### src/rtl/gpio_if.sv
// Peripheral register-window bus: 16 registers of 16 bits, write strobe plus
// combinational read data.
interface gpio_if;
    logic        write;
    logic [3:0]  addr;
    logic [15:0] wdata;
    logic [15:0] rdata;

    modport master (output write, output addr, output wdata, input rdata);
    modport slave  (input write, input addr, input wdata, output rdata);
endinterface

### src/rtl/gpio.sv
// GPIO port: per-pin 2-flop synchroniser, optional prescaled glitch filter,
// level/edge interrupt status and a registered interrupt output.
module gpio #(
    parameter int unsigned NPINS = 8
) (
    input  logic             clk_i,
    input  logic             rst_ni,
    gpio_if.slave            io_bus,
    input  logic [NPINS-1:0] gpio_in_i,
    output logic [NPINS-1:0] gpio_out_o,
    output logic [NPINS-1:0] gpio_oe_o,
    output logic             gpio_intr_o
);

    localparam logic [3:0] AddrOut    = 4'd0;
    localparam logic [3:0] AddrOe     = 4'd1;
    localparam logic [3:0] AddrIn     = 4'd2;
    localparam logic [3:0] AddrOutSet = 4'd3;
    localparam logic [3:0] AddrOutClr = 4'd4;
    localparam logic [3:0] AddrIen    = 4'd5;
    localparam logic [3:0] AddrItype  = 4'd6;
    localparam logic [3:0] AddrIpol   = 4'd7;
    localparam logic [3:0] AddrIboth  = 4'd8;
    localparam logic [3:0] AddrStatus = 4'd9;
    localparam logic [3:0] AddrPend   = 4'd10;
    localparam logic [3:0] AddrFen    = 4'd11;
    localparam logic [3:0] AddrFpre   = 4'd12;

    logic [NPINS-1:0]      out_q, out_d, oe_q, oe_d, ien_q, ien_d;
    logic [NPINS-1:0]      itype_q, itype_d, ipol_q, ipol_d, iboth_q, iboth_d;
    logic [NPINS-1:0]      fen_q, fen_d, status_q, status_d;
    logic [7:0]            fpre_q, fpre_d, pre_q, pre_d;
    logic [NPINS-1:0]      sync1_q, sync2_q, filt_q, filt_d, prev_q, prev_d;
    logic [NPINS-1:0][1:0] cnt_q, cnt_d;
    logic [1:0]            guard_q, guard_d;
    logic                  intr_q, intr_d;

    logic [NPINS-1:0] wdata_p, w1c, to_edge, rise, fall, evt;
    logic             wr_status, wr_itype, wr_fpre, tick, guard_done;
    logic             unused_wdata;

    assign wdata_p      = io_bus.wdata[NPINS-1:0];
    assign unused_wdata = ^io_bus.wdata;
    assign wr_status    = io_bus.write && (io_bus.addr == AddrStatus);
    assign wr_itype     = io_bus.write && (io_bus.addr == AddrItype);
    assign wr_fpre      = io_bus.write && (io_bus.addr == AddrFpre);

    always_comb begin
        out_d   = out_q;
        oe_d    = oe_q;
        ien_d   = ien_q;
        itype_d = itype_q;
        ipol_d  = ipol_q;
        iboth_d = iboth_q;
        fen_d   = fen_q;
        fpre_d  = fpre_q;
        if (io_bus.write) begin
            case (io_bus.addr)
                AddrOut:    out_d   = wdata_p;
                AddrOe:     oe_d    = wdata_p;
                AddrOutSet: out_d   = out_q | wdata_p;
                AddrOutClr: out_d   = out_q & ~wdata_p;
                AddrIen:    ien_d   = wdata_p;
                AddrItype:  itype_d = wdata_p;
                AddrIpol:   ipol_d  = wdata_p;
                AddrIboth:  iboth_d = wdata_p;
                AddrFen:    fen_d   = wdata_p;
                AddrFpre:   fpre_d  = io_bus.wdata[7:0];
                default: ;
            endcase
        end
    end

    // Prescaler restarts whenever FPRE is rewritten.
    assign tick  = (pre_q == fpre_q);
    assign pre_d = (wr_fpre || tick) ? 8'd0 : pre_q + 8'd1;

    always_comb begin
        filt_d = filt_q;
        cnt_d  = cnt_q;
        for (int i = 0; i < NPINS; i++) begin
            if (!fen_q[i]) begin
                filt_d[i] = sync2_q[i];
                cnt_d[i]  = 2'd0;
            end else if (tick) begin
                if (sync2_q[i] == filt_q[i]) begin
                    cnt_d[i] = 2'd0;
                end else if (cnt_q[i] == 2'd2) begin
                    filt_d[i] = sync2_q[i];
                    cnt_d[i]  = 2'd0;
                end else begin
                    cnt_d[i] = cnt_q[i] + 2'd1;
                end
            end
        end
    end

    // While the startup guard runs, prev shadows the next filt so the first
    // valid comparison never sees a pin that was already high at reset.
    assign guard_done = (guard_q == 2'd3);
    assign guard_d    = guard_done ? guard_q : guard_q + 2'd1;
    assign prev_d     = guard_done ? filt_q : filt_d;

    assign rise = filt_q & ~prev_q;
    assign fall = ~filt_q & prev_q;
    assign evt  = guard_done ? ((iboth_q & (rise | fall)) |
                                (~iboth_q & ipol_q & rise) |
                                (~iboth_q & ~ipol_q & fall)) : '0;

    assign w1c     = wr_status ? wdata_p : '0;
    assign to_edge = wr_itype ? (wdata_p & ~itype_q) : '0;

    // Edge bits: sticky, set beats clear. Level bits: track filt each cycle.
    assign status_d = (itype_q & ((status_q & ~w1c) | evt)) |
                      (~itype_q & ~to_edge & ~(filt_q ^ ipol_q));
    assign intr_d   = |(status_q & ien_q);

    always_comb begin
        io_bus.rdata = '0;
        case (io_bus.addr)
            AddrOut, AddrOutSet, AddrOutClr: io_bus.rdata[NPINS-1:0] = out_q;
            AddrOe:     io_bus.rdata[NPINS-1:0] = oe_q;
            AddrIn:     io_bus.rdata[NPINS-1:0] = filt_q;
            AddrIen:    io_bus.rdata[NPINS-1:0] = ien_q;
            AddrItype:  io_bus.rdata[NPINS-1:0] = itype_q;
            AddrIpol:   io_bus.rdata[NPINS-1:0] = ipol_q;
            AddrIboth:  io_bus.rdata[NPINS-1:0] = iboth_q;
            AddrStatus: io_bus.rdata[NPINS-1:0] = status_q;
            AddrPend:   io_bus.rdata[NPINS-1:0] = status_q & ien_q;
            AddrFen:    io_bus.rdata[NPINS-1:0] = fen_q;
            AddrFpre:   io_bus.rdata[7:0]       = fpre_q;
            default: ;
        endcase
    end

    always_ff @(posedge clk_i or negedge rst_ni) begin
        if (!rst_ni) begin
            out_q    <= '0;
            oe_q     <= '0;
            ien_q    <= '0;
            itype_q  <= '0;
            ipol_q   <= '0;
            iboth_q  <= '0;
            fen_q    <= '0;
            fpre_q   <= '0;
            pre_q    <= '0;
            status_q <= '0;
            sync1_q  <= '0;
            sync2_q  <= '0;
            filt_q   <= '0;
            prev_q   <= '0;
            cnt_q    <= '0;
            guard_q  <= '0;
            intr_q   <= 1'b0;
        end else begin
            out_q    <= out_d;
            oe_q     <= oe_d;
            ien_q    <= ien_d;
            itype_q  <= itype_d;
            ipol_q   <= ipol_d;
            iboth_q  <= iboth_d;
            fen_q    <= fen_d;
            fpre_q   <= fpre_d;
            pre_q    <= pre_d;
            status_q <= status_d;
            sync1_q  <= gpio_in_i;
            sync2_q  <= sync1_q;
            filt_q   <= filt_d;
            prev_q   <= prev_d;
            cnt_q    <= cnt_d;
            guard_q  <= guard_d;
            intr_q   <= intr_d;
        end
    end

    assign gpio_out_o  = out_q;
    assign gpio_oe_o   = oe_q;
    assign gpio_intr_o = intr_q;

endmodule

### src/flat_wrapper.sv
// flat-port wrapper written by rule: the top's interface ports become plain ports
module gpio_flat 
#(
    parameter int unsigned NPINS = 8
)
  (clk_i, rst_ni, gpio_in_i, gpio_out_o, gpio_oe_o, gpio_intr_o, io_bus_write, io_bus_addr, io_bus_wdata, io_bus_rdata);
  gpio_if io_bus_i ();
  input  logic clk_i;
  input  logic rst_ni;
  input  logic [NPINS-1:0] gpio_in_i;
  output logic [NPINS-1:0] gpio_out_o;
  output logic [NPINS-1:0] gpio_oe_o;
  output logic gpio_intr_o;
  input wire logic [$bits(io_bus_i.write)-1:0] io_bus_write;
  input wire logic [$bits(io_bus_i.addr)-1:0] io_bus_addr;
  input wire logic [$bits(io_bus_i.wdata)-1:0] io_bus_wdata;
  output wire logic [$bits(io_bus_i.rdata)-1:0] io_bus_rdata;
  assign io_bus_i.write = io_bus_write;
  assign io_bus_i.addr = io_bus_addr;
  assign io_bus_i.wdata = io_bus_wdata;
  assign io_bus_rdata = io_bus_i.rdata;
  gpio #(.NPINS(NPINS)) u_core (.clk_i(clk_i), .rst_ni(rst_ni), .io_bus(io_bus_i), .gpio_in_i(gpio_in_i), .gpio_out_o(gpio_out_o), .gpio_oe_o(gpio_oe_o), .gpio_intr_o(gpio_intr_o));
endmodule
### config.mk
export PLATFORM = sky130hd
export DESIGN_NAME = gpio_flat
export DESIGN_NICKNAME = d
export VERILOG_FILES = /design/src/rtl/gpio_if.sv /design/src/rtl/gpio.sv /design/src/flat_wrapper.sv
export SDC_FILE = /design/constraint.sdc
export NUM_CORES = 1
export LEC_CHECK = 0
export CAP_MARGIN = 10
export CORE_UTILIZATION = 50
export DETAILED_ROUTE_END_ITERATION = 8
export PLACE_DENSITY = 0.71
export SYNTH_ARGS = -nofsm -noshare
export SYNTH_HDL_FRONTEND = slang
export SYNTH_SLANG_ARGS = --single-unit
### constraint.sdc
create_clock -name clk_i -period 4.64 [get_ports clk_i]
set_input_delay 0.696 -clock clk_i [delete_from_list [all_inputs] [get_ports clk_i]]
set_output_delay 0.696 -clock clk_i [all_outputs]
set_load 0.01 [all_outputs]
==> impl_summary.md, run 1 <==
Logic synthesis
The synthesized netlist occupies a cell area of 7072 um^2. After synthesis, flip-flops and latches occupy a little under half of the total area. The netlist uses 62 different library cells. The synthesized netlist devotes about a fifth of its cell area to compound gates.

The xor/xnor cell area share of the yosys netlist is 3.839%. A synthesized cell averages approximately 11 um^2. The fraction of synthesized area in multiplexers is 11.41%.

The area share of the largest cell type after synthesis is between 40% and 50%. The number of flip-flops and latches in the synthesized netlist is roughly 130. Among all cell types in the netlist, the one instantiated most often is dfrtp_1. By count the netlist is led by dfrtp_1 (131), mux2_2 (67), o21ai_0 (42), inv_1 (35), nand2_1 (31). The async set-reset flop share out of synthesis is between 90% and 100%. The number of enable-type register cells in the synthesized netlist is 0. Yosys printed 0 warnings. Summed over all instances, the cell type with the most area after synthesis is dfrtp_1. Yosys attributes the largest share of cell area to dfrtp_1 (46%), mux2_2 (11%), ha_1 (3.2%), o21ai_0 (3.0%), a22o_1 (2.6%). Summing the areas of all and, or, nand and nor instances in the mapped netlist gives between 10% and 20% of the synthesized area. The cell count after synthesis is between 600 and 700.

In the synthesized netlist the dominant register cell turns out to be dfrtp_1. The adder-cell share of the synthesized area is 3.185%. The combinational family with the most area after synthesis is compound AO/OA/AOI/OAI gates.

Global route
The pin count of the biggest net entering global routing is a little under 100. The initial antenna violation count is 0. The global-route wire length before repair is approximately 28000 um. The via count of the first global-routing pass is 5308. The aggregate global routing overflow is 0. The global-route usage over all layers is 25.66%.

Job
Across the run, the number of max-cap violations was 0.

Finish
Compared with the post-synthesis result, the final layout area differs by 15.50%. The post-layout instance area is just over 8000 um^2. The antenna diode instance count is 0. The share of final-layout standard cells stronger than drive strength 1 is between 10% and 20%.

The layout net count is about 740.

STA
The total negative slack for setup checks is 0 ns. The routed design could run at a clock period as short as 4.080 ns. The post-route clock skew is between 0.01 and 0.015 ns.

The max-slew violation total from the final report is 0. Setup repair after global routing left no endpoint under its margin. Static timing analysis puts the maximum clock frequency at between 200 and 250 MHz.

The worst slew margin relative to its limit is 38.69%. The actual transition at the worst max-transition pin is around 0.92 ns. The total setup violations reported at the end of the flow is 0. The post-route fraction of the period consumed by the critical path is between 80% and 90%. The number of hold-slack violations in the final timing report is 0.

Clock network
Gates resized during post-CTS repair numbered 0. The number of hold buffers added after cts is 0. The buffer count from post-CTS setup fixing is 0. The worst-case clock buffer depth is 2. The clock tree synthesis step divided the H-tree into 4 levels. The clock reaches the later pin of the worst-skew pair after around 0.43 ns. The CTS tree is yes. The clock sink count is 131. The buffer type at the clock tree root is clkbuf_16.

The clock transition time at the flip-flop clock pins of the worst setup and hold paths is approximately 0.05 ns. Buffers inserted during clock tree synthesis total 17.

Worst hold path
The tightest min-delay check is of the input pin to asynchronous set/reset pin type.

Critical path
The dominant delay contributor by cell family on the critical path is buffers and inverters. The signal on the critical path passes through clkdlybuf4s50_1 > buf_4 > nor2b_1 > a22oi_1 > o32a_1 > o211ai_1 > clkdlybuf4s50_1. The worst setup path is captured at an output pin. By startpoint and endpoint, the worst setup path is classified as input pin to output pin. The slowest stage of the critical path is the clkdlybuf4s50_1 cell.

The worst setup path is launched from an input pin. The data required time of the critical path is 3.94 ns. On the worst path, the slowest cell contributes a delay of 0.75 ns. The most frequent cell on the critical path is clkdlybuf4s50_1. The maximum fanout count along the critical path is 10. For the worst setup path, the data arrival time is 3.38 ns. The critical path contains buffers and inverters numbering 3 combined.

Place
The count of input and output buffers is 47. The placed wire-length estimate after detailed placement is 12160 um. After detailed placement, the total cell area comes to approximately 7600 um^2. The routability congestion estimate is ~0.94.

Detailed routing
Dividing the detail-routed wire length by the instance count gives around 20 um. The total wire length is approximately 18000 um. For this run, design rule violations remaining after detail routing come to 0. The total via count after detailed routing is 5486.

Dividing the detail-routed via count by the number of cells gives around 6.3. After the first detailed-routing iteration, the DRC count stood at 540. The final antenna-violating net count is 0. For this run, the detailed router's first-pass iteration total came to 5.

Run status
The flow ran to the end, and the final reports show no timing, DRC or antenna violations.

Floorplan
Once the floorplan was initialized, standard cells occupied between 50% and 60% of the core. The chip height is 120.9 um. The initialized floorplan defines 43 standard-cell rows. After floorplanning, the core was sized to cover roughly 14000 um^2. The full die area is between 10000 and 15000 um^2. The die extent in x is 120.9 um. The I/O pin total is between 60 and 70.

Power
Power spread over the standard cell area amounts to slightly above 500 nW/um^2. Total power for the finished layout comes to 4122 uW. The leakage power figure is roughly 0.0034 uW. IR analysis of the VDD net gives a maximum drop of slightly below 300 uV.
## area by class of cell
class | instances | area (um^2)
multi-input cells | 443 | 3406
inverters | 35 | 131.4
clock buffers | 23 | 467.9
clock inverters | 6 | 105.1
well taps | 180 | 225.2
fillers | 1115 | 5659
flip-flops and latches | 131 | 3278
repair buffers | 58 | 554.3
## flip-flops by register name, indices dropped and copies added, names as in the netlist, 2 cells and up
name,flops
u_core.cnt_q,16
u_core.fen_q,8
u_core.filt_q,8
u_core.fpre_q,8
u_core.gpio_oe_o,8
u_core.gpio_out_o,8
u_core.iboth_q,8
u_core.ien_q,8
u_core.ipol_q,8
u_core.itype_q,8
u_core.pre_q,8
u_core.prev_q,8
u_core.status_q,8
u_core.sync1_q,8
u_core.sync2_q,8
u_core.guard_q,2
## worst register-to-register path, stage by stage, from the launching register on
cell and delay, ns:
dfrtp_1 0.45, xnor2_1 0.23, nand4_2 0.64, o41ai_1 0.76
mux2_2 0.39
## report_power, final
group	leakage, uW	internal, uW	switching (uW)	total, uW
combinational	0.00153	540	549	1090
sequential	0.00160	1390	323	1720
clock	0.000283	859	459	1320
## cells in the final DEF (no fill, tap or decap), types with 8 or more instances in the layout
cell type          n
inv_1             35
xnor2_1           21
nand3_1           19
dfrtp_1          131
a21o_1            10
o211ai_1          14
o2bb2ai_1          8
buf_4             11
a31o_2             9
clkbuf_16         17
nand2_1           31
nor3_1            15
a21oi_1           19
nand4b_1           9
mux2_2            67
nand4_1            9
ha_1              18
a211oi_1           8
nor2b_1            9
nor2_1            17
a22oi_1            9
o21ai_0           42
clkdlybuf4s50_1   46
a31oi_1            8
a22o_1            21
conb_1             8
xor2_1            10
## through the flow
| step | hold WS, ns | utilization, % | worst slack, ns | cells |
|---|---|---|---|---|
| final | 0.3057 | 59.07 | 0.5604 | 876 |
| after global routing | 0.3529 | 59.07 | 0.5030 | 876 |
| after CTS | 0.3465 | 59.07 | 0.6526 | 876 |
| after detailed placement | 0.3347 | 54.93 | 0.6606 | 847 |
| after global placement | 0.3338 | 54.93 | 0.6894 | 847 |
| after floorplan | 0.3312 | - | 2.123 | 662 |
## cell families after synthesis
logic type                 Yosys count
other                                1
xor gates and xnor gates            31
adders and majority gates           18
DFF                                131
AOI/OAI and AO/OA                  182
muxes                               72
and+or+nand+nor                    132
buffers and inverters               88
## metal layers
| metal | wire [um] | global-route usage (%) | up-vias |
|---|---|---|---|
| li1 | - | - | 2470 |
| met1 | 7691 | 33.42 | 2711 |
| met2 | 8239 | 40.32 | 246 |
| met3 | 1073 | 7.002 | 59 |
| met4 | 524 | 10.65 | 0 |
| met5 | 0 | 0 | - |
## path summary, 6_finish.rpt
path | cells past startpoint | endpoint | slack (ns) | start
max in group asynchronous | 2 | u_core.sync1_q[1] | 3.34 | rst_ni
min in group clk_i | 0 | u_core.sync2_q[5] | 0.35 | u_core.sync1_q[5]
worst min-delay path | 1 | u_core.gpio_oe_o[1] | 0.31 | rst_ni
worst max-delay path | 7 | io_bus_rdata[4] | 0.56 | io_bus_addr[1]
worst min register to register | 0 | u_core.sync2_q[5] | 0.35 | u_core.sync1_q[5]
worst max register to register | 4 | u_core.filt_q[2] | 2.04 | u_core.fpre_q[6]
No activity file was read; power rests on OpenSTA's default activity.
==> run 2: changes to the inputs <==
Settings changed: HOLD_SLACK_MARGIN from default to 0.02.
==> results of run 2 <==
Final layout, timing and power as in run 1 (identical DEF).
